`src/rtl/shared_comparator_arbiter_pkg.sv`:
```
// Shared types and defaults for shared_comparator_arbiter.
package shared_comparator_arbiter_pkg;

    localparam int unsigned DEF_WIDTH    = 8;
    localparam int unsigned DEF_NUM_REQ  = 4;
    localparam int unsigned RSP_ID_MAX_W = 8;

    typedef enum logic [1:0] {
        IDLE = 2'd0,
        CMP  = 2'd1,
        RESP = 2'd2
    } state_e;

    typedef struct packed {
        logic [RSP_ID_MAX_W-1:0] id;
        logic                    lt;
        logic                    eq;
        logic                    gt;
    } rsp_t;

    function automatic int unsigned wrap_inc(input int unsigned v, input int unsigned n);
        return (v + 1 == n) ? 0 : v + 1;
    endfunction

endpackage

```
`src/rtl/shared_comparator_arbiter_rr_picker.sv`:
```
// Round-robin picker: first valid requester at or after ptr_i, with wrap.
module rr_picker #(
    parameter int unsigned NUM_REQ = 4,
    parameter int unsigned ID_W    = 2
) (
    input  logic [NUM_REQ-1:0] req_valid_i,
    input  logic [ID_W-1:0]    ptr_i,
    output logic [NUM_REQ-1:0] grant_o,
    output logic [ID_W-1:0]    idx_o,
    output logic               any_o
);

    always_comb begin
        logic [ID_W-1:0] sel;
        sel     = '0;
        grant_o = '0;
        idx_o   = '0;
        any_o   = 1'b0;
        for (int unsigned k = 0; k < NUM_REQ; k++) begin
            sel = ID_W'((32'(ptr_i) + k) % NUM_REQ);
            if (!any_o && req_valid_i[sel]) begin
                any_o        = 1'b1;
                grant_o[sel] = 1'b1;
                idx_o        = sel;
            end
        end
    end

endmodule

```
`src/rtl/unsigned_comparator.sv`:
```
// Combinational unsigned magnitude comparator.
module unsigned_comparator #(
    parameter int unsigned WIDTH = 8
) (
    input  logic [WIDTH-1:0] a_i,
    input  logic [WIDTH-1:0] b_i,
    output logic             lt_o,
    output logic             eq_o,
    output logic             gt_o
);

    assign lt_o = (a_i < b_i);
    assign eq_o = (a_i == b_i);
    assign gt_o = (a_i > b_i);

endmodule

```
`src/rtl/shared_comparator_arbiter.sv`:
```
// One comparator shared by NUM_REQ requesters with round-robin grant and a tagged response.
// Define SHARED_CMP_ARB_STATS_EN to add the saturating cmp_count output.
module shared_comparator_arbiter
    import shared_comparator_arbiter_pkg::*;
#(
    parameter int unsigned WIDTH   = DEF_WIDTH,
    parameter int unsigned NUM_REQ = DEF_NUM_REQ,
    parameter int unsigned ID_W    = $clog2(NUM_REQ)
) (
    input  logic                     clk,
    input  logic                     rst,
    input  logic [NUM_REQ-1:0]       req_valid,
    output logic [NUM_REQ-1:0]       req_ready,
    input  logic [NUM_REQ*WIDTH-1:0] req_a,
    input  logic [NUM_REQ*WIDTH-1:0] req_b,
    output logic                     rsp_valid,
    input  logic                     rsp_ready,
    output logic [ID_W-1:0]          rsp_id,
    output logic                     rsp_lt,
    output logic                     rsp_eq,
    output logic                     rsp_gt
`ifdef SHARED_CMP_ARB_STATS_EN
    ,
    output logic [31:0]              cmp_count
`endif
);

    state_e             state_q;
    logic [ID_W-1:0]    ptr_q;
    logic [ID_W-1:0]    id_q;
    logic [WIDTH-1:0]   a_q, b_q;
    rsp_t               rsp_q;
    logic               rsp_valid_q;

    logic [NUM_REQ-1:0] gnt_oh;
    logic [ID_W-1:0]    gnt_idx;
    logic               gnt_any;
    logic               eligible, accept;
    logic [WIDTH-1:0]   a_sel, b_sel;
    logic               cmp_lt, cmp_eq, cmp_gt;
    logic               unused_rsp_id;

    rr_picker #(
        .NUM_REQ(NUM_REQ),
        .ID_W   (ID_W)
    ) u_picker (
        .req_valid_i(req_valid),
        .ptr_i      (ptr_q),
        .grant_o    (gnt_oh),
        .idx_o      (gnt_idx),
        .any_o      (gnt_any)
    );

    unsigned_comparator #(
        .WIDTH(WIDTH)
    ) u_cmp (
        .a_i (a_q),
        .b_i (b_q),
        .lt_o(cmp_lt),
        .eq_o(cmp_eq),
        .gt_o(cmp_gt)
    );

    // Reset masks the grant so no requester sees a handshake that will be discarded.
    assign eligible  = !rst && ((state_q == IDLE) || ((state_q == RESP) && rsp_ready));
    assign accept    = eligible && gnt_any;
    assign req_ready = eligible ? gnt_oh : '0;

    always_comb begin
        a_sel = '0;
        b_sel = '0;
        for (int unsigned i = 0; i < NUM_REQ; i++) begin
            if (gnt_idx == ID_W'(i)) begin
                a_sel = req_a[i*WIDTH +: WIDTH];
                b_sel = req_b[i*WIDTH +: WIDTH];
            end
        end
    end

    always_ff @(posedge clk) begin
        if (rst) begin
            state_q     <= IDLE;
            ptr_q       <= '0;
            id_q        <= '0;
            a_q         <= '0;
            b_q         <= '0;
            rsp_q       <= '0;
            rsp_valid_q <= 1'b0;
        end else begin
            if (accept) begin
                a_q   <= a_sel;
                b_q   <= b_sel;
                id_q  <= gnt_idx;
                ptr_q <= ID_W'(wrap_inc(32'(gnt_idx), NUM_REQ));
            end
            case (state_q)
                IDLE: begin
                    if (accept) state_q <= CMP;
                end
                CMP: begin
                    rsp_q.id    <= RSP_ID_MAX_W'(id_q);
                    rsp_q.lt    <= cmp_lt;
                    rsp_q.eq    <= cmp_eq;
                    rsp_q.gt    <= cmp_gt;
                    rsp_valid_q <= 1'b1;
                    state_q     <= RESP;
                end
                RESP: begin
                    if (rsp_ready) begin
                        rsp_valid_q <= 1'b0;
                        state_q     <= accept ? CMP : IDLE;
                    end
                end
                default: state_q <= IDLE;
            endcase
        end
    end

    assign rsp_valid     = rsp_valid_q;
    assign rsp_id        = rsp_q.id[ID_W-1:0];
    assign rsp_lt        = rsp_q.lt;
    assign rsp_eq        = rsp_q.eq;
    assign rsp_gt        = rsp_q.gt;
    assign unused_rsp_id = ^rsp_q.id;

`ifdef SHARED_CMP_ARB_STATS_EN
    logic [31:0] cnt_q;

    always_ff @(posedge clk) begin
        if (rst) begin
            cnt_q <= '0;
        end else if (rsp_valid_q && rsp_ready && (cnt_q != '1)) begin
            cnt_q <= cnt_q + 32'd1;
        end
    end

    assign cmp_count = cnt_q;
`endif

endmodule

```
`config.mk`:
```
export PLATFORM = sky130hd
export DESIGN_NAME = shared_comparator_arbiter
export DESIGN_NICKNAME = d
export VERILOG_FILES = /design/src/rtl/shared_comparator_arbiter_pkg.sv /design/src/rtl/shared_comparator_arbiter_rr_picker.sv /design/src/rtl/unsigned_comparator.sv /design/src/rtl/shared_comparator_arbiter.sv
export SDC_FILE = /design/constraint.sdc
export NUM_CORES = 1
export LEC_CHECK = 0
export ABC_AREA = 1
export CAP_MARGIN = 20
export CORE_MARGIN = 2
export CORE_UTILIZATION = 50
export CTS_BUF_LIST = sky130_fd_sc_hd__clkbuf_4 sky130_fd_sc_hd__clkbuf_8
export CTS_CLUSTER_SIZE = 28
export DETAILED_ROUTE_END_ITERATION = 8
export GPL_ROUTABILITY_DRIVEN = 0
export GPL_TIMING_DRIVEN = 0
export PLACE_DENSITY = 0.93
export SLEW_MARGIN = 20
export SYNTH_ARGS = -nofsm -noshare
export SYNTH_HDL_FRONTEND = slang
export SYNTH_SLANG_ARGS = --single-unit
```
`constraint.sdc`:
```
create_clock -name clk -period 7.4 [get_ports clk]
set_clock_uncertainty 0.2 [all_clocks]
set_input_delay 1.85 -clock clk [delete_from_list [all_inputs] [get_ports clk]]
set_output_delay 1.85 -clock clk [all_outputs]
set_load 0.01 [all_outputs]
```
# Word level (Yosys, flattened, before mapping)
# Cells that the tools add are included.
# word_totals
reg_bits,28
out_inout_bits,10
elab_cells,100
in_bits,71
# op_classes
n_eq_ne,9
reduce_logical,20
muxes,44
bitwise,3
add_sub_neg,4
magnitude_cmp,10
# ops
op,count
$mux 8,8
$mux 4,5
$mux 1,14
$mux 2,7
$lt 2x3->1 const B,4
$or 4x4->4,3
$logic_and 1x1->1,10
$bmux 1 s2,4
$demux 1 s2,4
$eq 8x8->1,1
$ge 2x1->1 const B,4
$gt 8x8->1,1
$lt 8x8->1,1
$eq 2x2->1 const B,3
$pmux 2 s3,1
$add 2x2->2 const B,2
$eq 2x1->1 const B,2
$logic_not 1->1,4
$logic_not 2->1,2
$ne 2x2->1 const B,2
$reduce_and 2->1,2
$add 2x1->3 const B,1
$eq 3x3->1 const B,1
$add 2x1->2 const B,1
other kinds (3),3

# Logic depth before layout (Yosys ltp)
# Gate-level depths: netlist of run 1.
# logic_depth
depth_word,17
depth_mapped,23
mapped_depth_nobuf,22

# Hierarchy
# From an unflattened synthesis of run 1, not the netlist that was laid out.
# hier_totals
cells_unflattened,390
hier_area_um2,2396.0
# modules_own_cells
module,n_inst,seq_area_each_um2,cells_per_inst,area_each_um2
shared_comparator_arbiter,1,560.5,278,1711.6
rr_picker,1,0.0,74,440.4
unsigned_comparator,1,0.0,38,244.0

# Worst setup path after synthesis of run 1
# OpenSTA, ideal clock, no wires.
# synth_path
path_kind,input to output
from,input rsp_ready
to,output req_ready[0]
cell_stages,5
setup_slack_ps,2609
n_path_buf,1
t_required_ps,5350
arrival_ps,2741
cell_sequence,inv_1 a211oi_2 clkbuf_1 nand2_1 inv_1
# synth_via
elab_chain_cells,4
# synth_rtl
element,line_no,source
from (decl),shared_comparator_arbiter.sv:17,"input logic rsp_ready,"
$logic_and 1x1->1,shared_comparator_arbiter.sv:65,assign eligible = !rst && ((state_q == IDLE) || ((state_q == RESP) && rsp_ready));
$logic_or 1x1->1,shared_comparator_arbiter.sv:65,
$logic_and 1x1->1,shared_comparator_arbiter.sv:65,
$mux 4,shared_comparator_arbiter.sv:67,assign req_ready = eligible ? gnt_oh : '0;
to (decl),shared_comparator_arbiter.sv:13,"output logic [NUM_REQ-1:0] req_ready,"
# Every way passes these cells.

# Final worst setup path of run 1
# layout_path
from,input rsp_ready
to,output req_ready[3]
# The elaborated chain is that of the path after synthesis.

==> run_results.csv, run 1 <==
group,metric,value,unit
global_route,grt_remaining_overflow,0,
drt,drt_first_iter_violations,124,
floorplan,num_rows,24,
placed_design,dpl.hpwl,4870,um
critical_path,cp-end-kind,"output pin",
pwr,peakVddDrop,221,uV
sta,fin_setup_tns,0,ps
layout,drive_gt1_frac,0.0673,
critical_path,worst-path-max-fanout,10,
job,cap_violations,0,
sta,post-route-min-period,6020,ps
clock_network,clkLatencyLatePin,280,ps
global_route,antenna_found_initial,0,
clock_network,postCtsSetupRepairBufs,0,
synthesis,ys_seq_elements,28,
global_route,grt_pass1_vias,2557,
floorplan,core,4350,um^2
synthesis,synth_cell_types,28,
clock_network,clock_sinks,28,
clock_network,cts_buffers,3,
drt,vias_per_cell,5.26,
drt,wirelength,6170,um
critical_path,crit_path_max_incr_delay,530,ps
clock_network,root_buffer,"clkbuf_8",
sta,min_period_over_period,0.813,
clock_network,cts_tree,"built",
floorplan,die_x,71.5,um
synthesis,synth_fp_nets,453,
sta,relSlewSlack,0.679,
pwr,p_leak,1.48,nW
layout,nets,538,
layout,syn2layout_area_growth,40.5,%
critical_path,worstSetupPathType,"in2out",
global_route,grt_pass1_wl,10200,um
sta,tightestPinTransition,479,ps
clock_network,post_cts_resize_count,0,
global_route,grt_max_degree,16,
drt,drtPass1Iterations,4,
critical_path,arrival,3970,ps
floorplan,start_util,0.522,
clock_network,cts_htree_levels,1,
synthesis,ys_seq_area_frac,0.246,
sta,final_hold_viol_count,0,
critical_path,required,5350,ps
hold_path,hp-start,"id_q[0]",
placed_design,place.port_buffers,80,
clock_network,cts-hold-fix-buffers,0,
sta,slew_viol_final,0,
sta,grt_setup_unrepaired,"no",
floorplan,dieHeight,71.5,um
critical_path,start_kind,"input pin",
run_status,outcome,"finished clean",
synthesis,ys_warn_count,0,
sta,fmax,0.166,GHz
layout,finalCoreUtilization,0.734,
synthesis,synth_area_per_cell,6.28,um^2
global_route,grt_usage,0.242,
layout,diodes,0,
drt,vias,2617,
clock_network,clockBufferDepth,2,
critical_path,cp-startpoint,"rsp_ready",
hold_path,hp-class,"reg2reg",
critical_path,worstPathCellList,"clkdlybuf4s50_1 -> inv_1 -> a211oi_2 -> clkbuf_1 -> nand2_1 -> inv_1 -> clkdlybuf4s50_1",
floorplan,pin_count,81,
critical_path,critPathSlowestCell,"clkdlybuf4s50_1",
layout,n_fill_cell,353,
drt,wl_per_cell,12.4,um
sta,setup_viol,0,
drt,ant_nets,0,
placed_design,dpl.cell_count,494,
synthesis,netlist_instances,362,
clock_network,clk_pin_slew,90,ps
floorplan,die-area,5110,um^2
pwr,power.density,416,nW/um^2
synthesis,syn_area,2270,um^2
layout,final_cells,498,
drt,drcViolationCount,0,
==> Yosys cell counts, drive strengths merged <==
cell	count	area (um^2)
nand2	100	405
nor2	45	196
o21ai	41	205
nand3	35	188
inv	34	130
dfxtp	28	561
a21oi	25	125
ha	20	250
clkbuf	11	41.3
nand4	8	50.1
buf	5	45.0
a22oi	4	30.0
a31oi	2	12.5
a211oi	1	12.5
nand3b	1	7.51
o21a	1	7.51
o21bai	1	7.51
==> worst max-delay path, delay by kind of cell <==
kind	cells	cell delay, ps
AOI/OAI and AO/OA	1	430
and+or+nand+nor	1	110
buffers and inverters	5	1590
==> final timing paths <==
| check | end | depth (start not counted) | slack, ps |
|---|---|---|---|
| max | req_ready[3] | 7 | 1380 |
| min reg2reg | rsp_id[0] | 2 | 270 |
| min | rsp_id[0] | 2 | 270 |
| max reg2reg | a_q[5] | 23 | 3230 |
==> routing by layer <==
metal	global-route usage	wire length [um]	vias to the layer above
met5	0	0	-
met4	0.0650	128	0
met3	0.0520	371	14
met2	0.459	3040	77
met1	0.271	2630	1166
li1	-	-	1360
==> flip-flops by register name, indices dropped and copies added (netlist names), named ones only <==
register	cells
ptr_q	1
state_q	2
rsp_lt	1
rsp_id	2
a_q	8
rsp_eq	1
b_q	8
rsp_gt	1
id_q	2
rsp_valid	1
==> kinds of logic after synthesis <==
kind of cell	share of synthesized area
and+or+nand+nor	0.372
AOI/OAI and AO/OA	0.176
buffers and inverters	0.0952
DFF	0.246
adders and majority gates	0.110
==> cell type report <==
type | instances | area [um^2] | share of cell area
Multi-Input combinational cell | 284 | 1500 | 0.469
Sequential cell | 28 | 561 | 0.175
Tap cell | 52 | 65.1 | 0.0204
Inverter | 34 | 130 | 0.0407
Timing Repair Buffer | 80 | 801 | 0.251
Clock buffer | 4 | 55.1 | 0.0172
Buffer | 16 | 86.3 | 0.0270
==> power breakdown <==
group          leakage [nW]  switching [W]  internal (W)
logic                  1.22       0.000600      0.000391
clock network        0.0288      0.0000477     0.0000477
registers             0.231      0.0000400      0.000204
==> layout by cell type (no fill, tap or decap) <==
cell,netlist,routed
o21a_1,1,1
buf_6,1,1
inv_4,1,1
nor2_1,36,36
nand3b_1,1,1
nor2_2,8,8
buf_1,1,1
a22oi_1,4,4
inv_1,31,31
clkbuf_8,0,4
buf_4,2,2
nand2_4,2,2
a211oi_2,1,1
a21oi_1,25,25
inv_2,2,2
buf_8,1,1
dfxtp_1,28,28
nand4_1,8,8
nand2_1,92,92
nand3_1,34,34
a31oi_1,2,2
nand3_4,1,1
clkdlybuf4s50_1,0,80
o21ai_1,4,4
nand2_2,6,6
o21bai_1,1,1
nor2_4,1,1
ha_1,20,20
o21ai_0,37,37
clkbuf_1,11,11
==> metrics by stage <==
stage	hold slack [ps]	setup WS [ps]	area, um^2	total power (W)
after floorplan	229	2610	2270	0.000975
after global placement	258	1390	3140	0.00120
after detailed placement	266	1390	3140	0.00123
after CTS	279	1380	3200	0.00133
after global routing	300	1230	3200	0.00150
final	273	1380	3200	0.00133
Note: power is estimated with default switching activity, not from simulation.
==> inputs of run 2 (changes only) <==
--- a/config.mk
+++ b/config.mk
@@ -8,13 +8,13 @@
 export ABC_AREA = 1
 export CAP_MARGIN = 20
 export CORE_MARGIN = 2
-export CORE_UTILIZATION = 50
+export CORE_UTILIZATION = 42
 export CTS_BUF_LIST = sky130_fd_sc_hd__clkbuf_4 sky130_fd_sc_hd__clkbuf_8
 export CTS_CLUSTER_SIZE = 28
 export DETAILED_ROUTE_END_ITERATION = 8
 export GPL_ROUTABILITY_DRIVEN = 0
 export GPL_TIMING_DRIVEN = 0
-export PLACE_DENSITY = 0.93
+export PLACE_DENSITY = 0.84
 export SLEW_MARGIN = 20
 export SYNTH_ARGS = -nofsm -noshare
 export SYNTH_HDL_FRONTEND = slang
==> constraint.sdc (replaced) <==
create_clock -name clk -period 4.84 [get_ports clk]
set_clock_uncertainty 0.2 [all_clocks]
set_input_delay 1.21 -clock clk [delete_from_list [all_inputs] [get_ports clk]]
set_output_delay 1.21 -clock clk [all_outputs]
set_load 0.01 [all_outputs]
==> run 2 against run 1 <==
Compared with the run above:
- via count about the same
- critical path depth unchanged
- cell count increased by 3.6%
- clock power increased by 94%
- combinational power increased by 56%
- critical endpoint is now req_ready[2]
- largest cell class unchanged
- highest routed layer unchanged
==> run_results.csv, run 2 (synthesized netlist as in run 1, its figures left out) <==
group,metric,value,unit
drt,drt_first_iter_violations,101,
layout,finalCoreUtilization,0.626,
sta,min_period_over_period,0.963,
sta,slew_viol_final,0,
sta,setup_viol,0,
drt,wl_per_cell,12.6,um
critical_path,cp-end-kind,"output pin",
drt,vias,2619,
pwr,power,0.00211,W
clock_network,postCtsSetupRepairBufs,0,
critical_path,worst-path-max-fanout,10,
critical_path,worstSetupPathType,"in2out",
hold_path,hp-class,"reg2reg",
layout,final_cell_mix,"nand2_1, clkdlybuf4s50_1, o21ai_0",
floorplan,pin_count,81,
clock_network,clock_sinks,28,
global_route,grt_remaining_overflow,0,
floorplan,core,5170,um^2
global_route,grt_pass1_vias,2553,
floorplan,die-area,6020,um^2
layout,final_cells,516,
placed_design,dpl.cell_count,512,
clock_network,cts_tree,"built",
drt,vias_per_cell,5.08,
sta,tightestPinTransition,537,ps
clock_network,root_buffer,"clkbuf_8",
critical_path,arrival,3250,ps
global_route,antenna_found_initial,0,
pwr,p_leak,1.49,nW
pwr,peakVddDrop,309,uV
floorplan,dieHeight,77.6,um
floorplan,start_util,0.440,
layout,n_fill_cell,485,
drt,wirelength,6500,um
run_status,outcome,"finished clean",
clock_network,clockBufferDepth,2,
pwr,power.density,651,nW/um^2
clock_network,cts_htree_levels,1,
drt,drcViolationCount,0,
sta,relSlewSlack,0.642,
global_route,grt_usage,0.212,
placed_design,place.port_buffers,80,
clock_network,cts_buffers,3,
critical_path,start_kind,"input pin",
critical_path,required,3430,ps
layout,drive_gt1_frac,0.0717,
sta,fmax,0.214,GHz
sta,grt_setup_unrepaired,"no",
layout,reg_top3,"a_q (8), b_q (8)",
global_route,grt_max_degree,17,
sta,final_hold_viol_count,0,
floorplan,num_rows,26,
clock_network,clkLatencyLatePin,270,ps
sta,fin_setup_tns,0,ps
layout,nets,538,
placed_design,dpl.hpwl,5050,um
layout,diodes,0,
global_route,grt_pass1_wl,10700,um
floorplan,die_x,77.6,um
clock_network,clk_pin_slew,100,ps
job,cap_violations,0,
layout,syn2layout_area_growth,42.4,%
clock_network,post_cts_resize_count,0,
layout,layout_commonest_cell,"nand2_1",
drt,drtPass1Iterations,4,
sta,post-route-min-period,4660,ps
drt,ant_nets,0,
clock_network,cts-hold-fix-buffers,0,
==> run 2: cell count changes in the layout (fill, tap and decap cells not counted) <==
cell	before	now
bufinv_16	0	1
clkbuf_1	11	10
clkbuf_2	0	1
clkbuf_8	4	3
nor2_1	36	35
nor2_2	8	9
==> run 2: path summary, 6_finish.rpt <==
check / to / cells past startpoint / start / slack, ps
max: req_ready[2] / 7 / rsp_ready / 180
min: rsp_id[0] / 2 / id_q[0] / 270
max reg2reg: b_q[4] / 23 / flip-flop / 680
min reg2reg: rsp_id[0] / 2 / id_q[0] / 270
==> run 2: critical path, stage by stage <==
cell and delay, ps:
clkdlybuf4s50_1 480, inv_1 60, a211oi_2 470, clkbuf_2 350
nand2_1 90, inv_1 60, clkdlybuf4s50_1 520
==> run 2: final cells by class <==
class | count | area (um^2) | area share
multi-input combinational | 284 | 1500 | 0.463
timing repair buffer | 80 | 801 | 0.247
sequential | 28 | 561 | 0.173
inverter | 34 | 130 | 0.0402
buffer | 16 | 87.6 | 0.0270
tap | 70 | 87.6 | 0.0270
clock buffer | 3 | 41.3 | 0.0128
clock inverter | 1 | 30.0 | 0.00927
==> run 2: through the flow <==
step	hold slack, ps	instance area (um^2)	setup WS [ps]
3_3_place_gp	256	3160	63.1
2_1_floorplan	229	2270	1200
5_1_grt	309	3240	21.2
6_report	268	3240	177
3_5_place_dp	267	3160	24.4
4_1_cts	282	3230	11.7
==> run 2: metal layers <==
layer | vias up | routed length, um | track usage
met1 | 1194 | 2820 | 0.245
met3 | 4 | 346 | 0.0395
met4 | 0 | 39 | 0.0161
met2 | 63 | 3300 | 0.415
met5 | - | 0 | 0
li1 | 1358 | - | -
==> run 2: where the power goes <==
part | leakage, nW | total (W) | switching [W] | internal, W
sequential | 0.231 | 0.000373 | 0.0000616 | 0.000311
clock | 0.0357 | 0.000185 | 0.0000745 | 0.000111
combinational | 1.22 | 0.00155 | 0.000952 | 0.000599
total | 1.49 | 0.00211 | 0.00109 | 0.00102
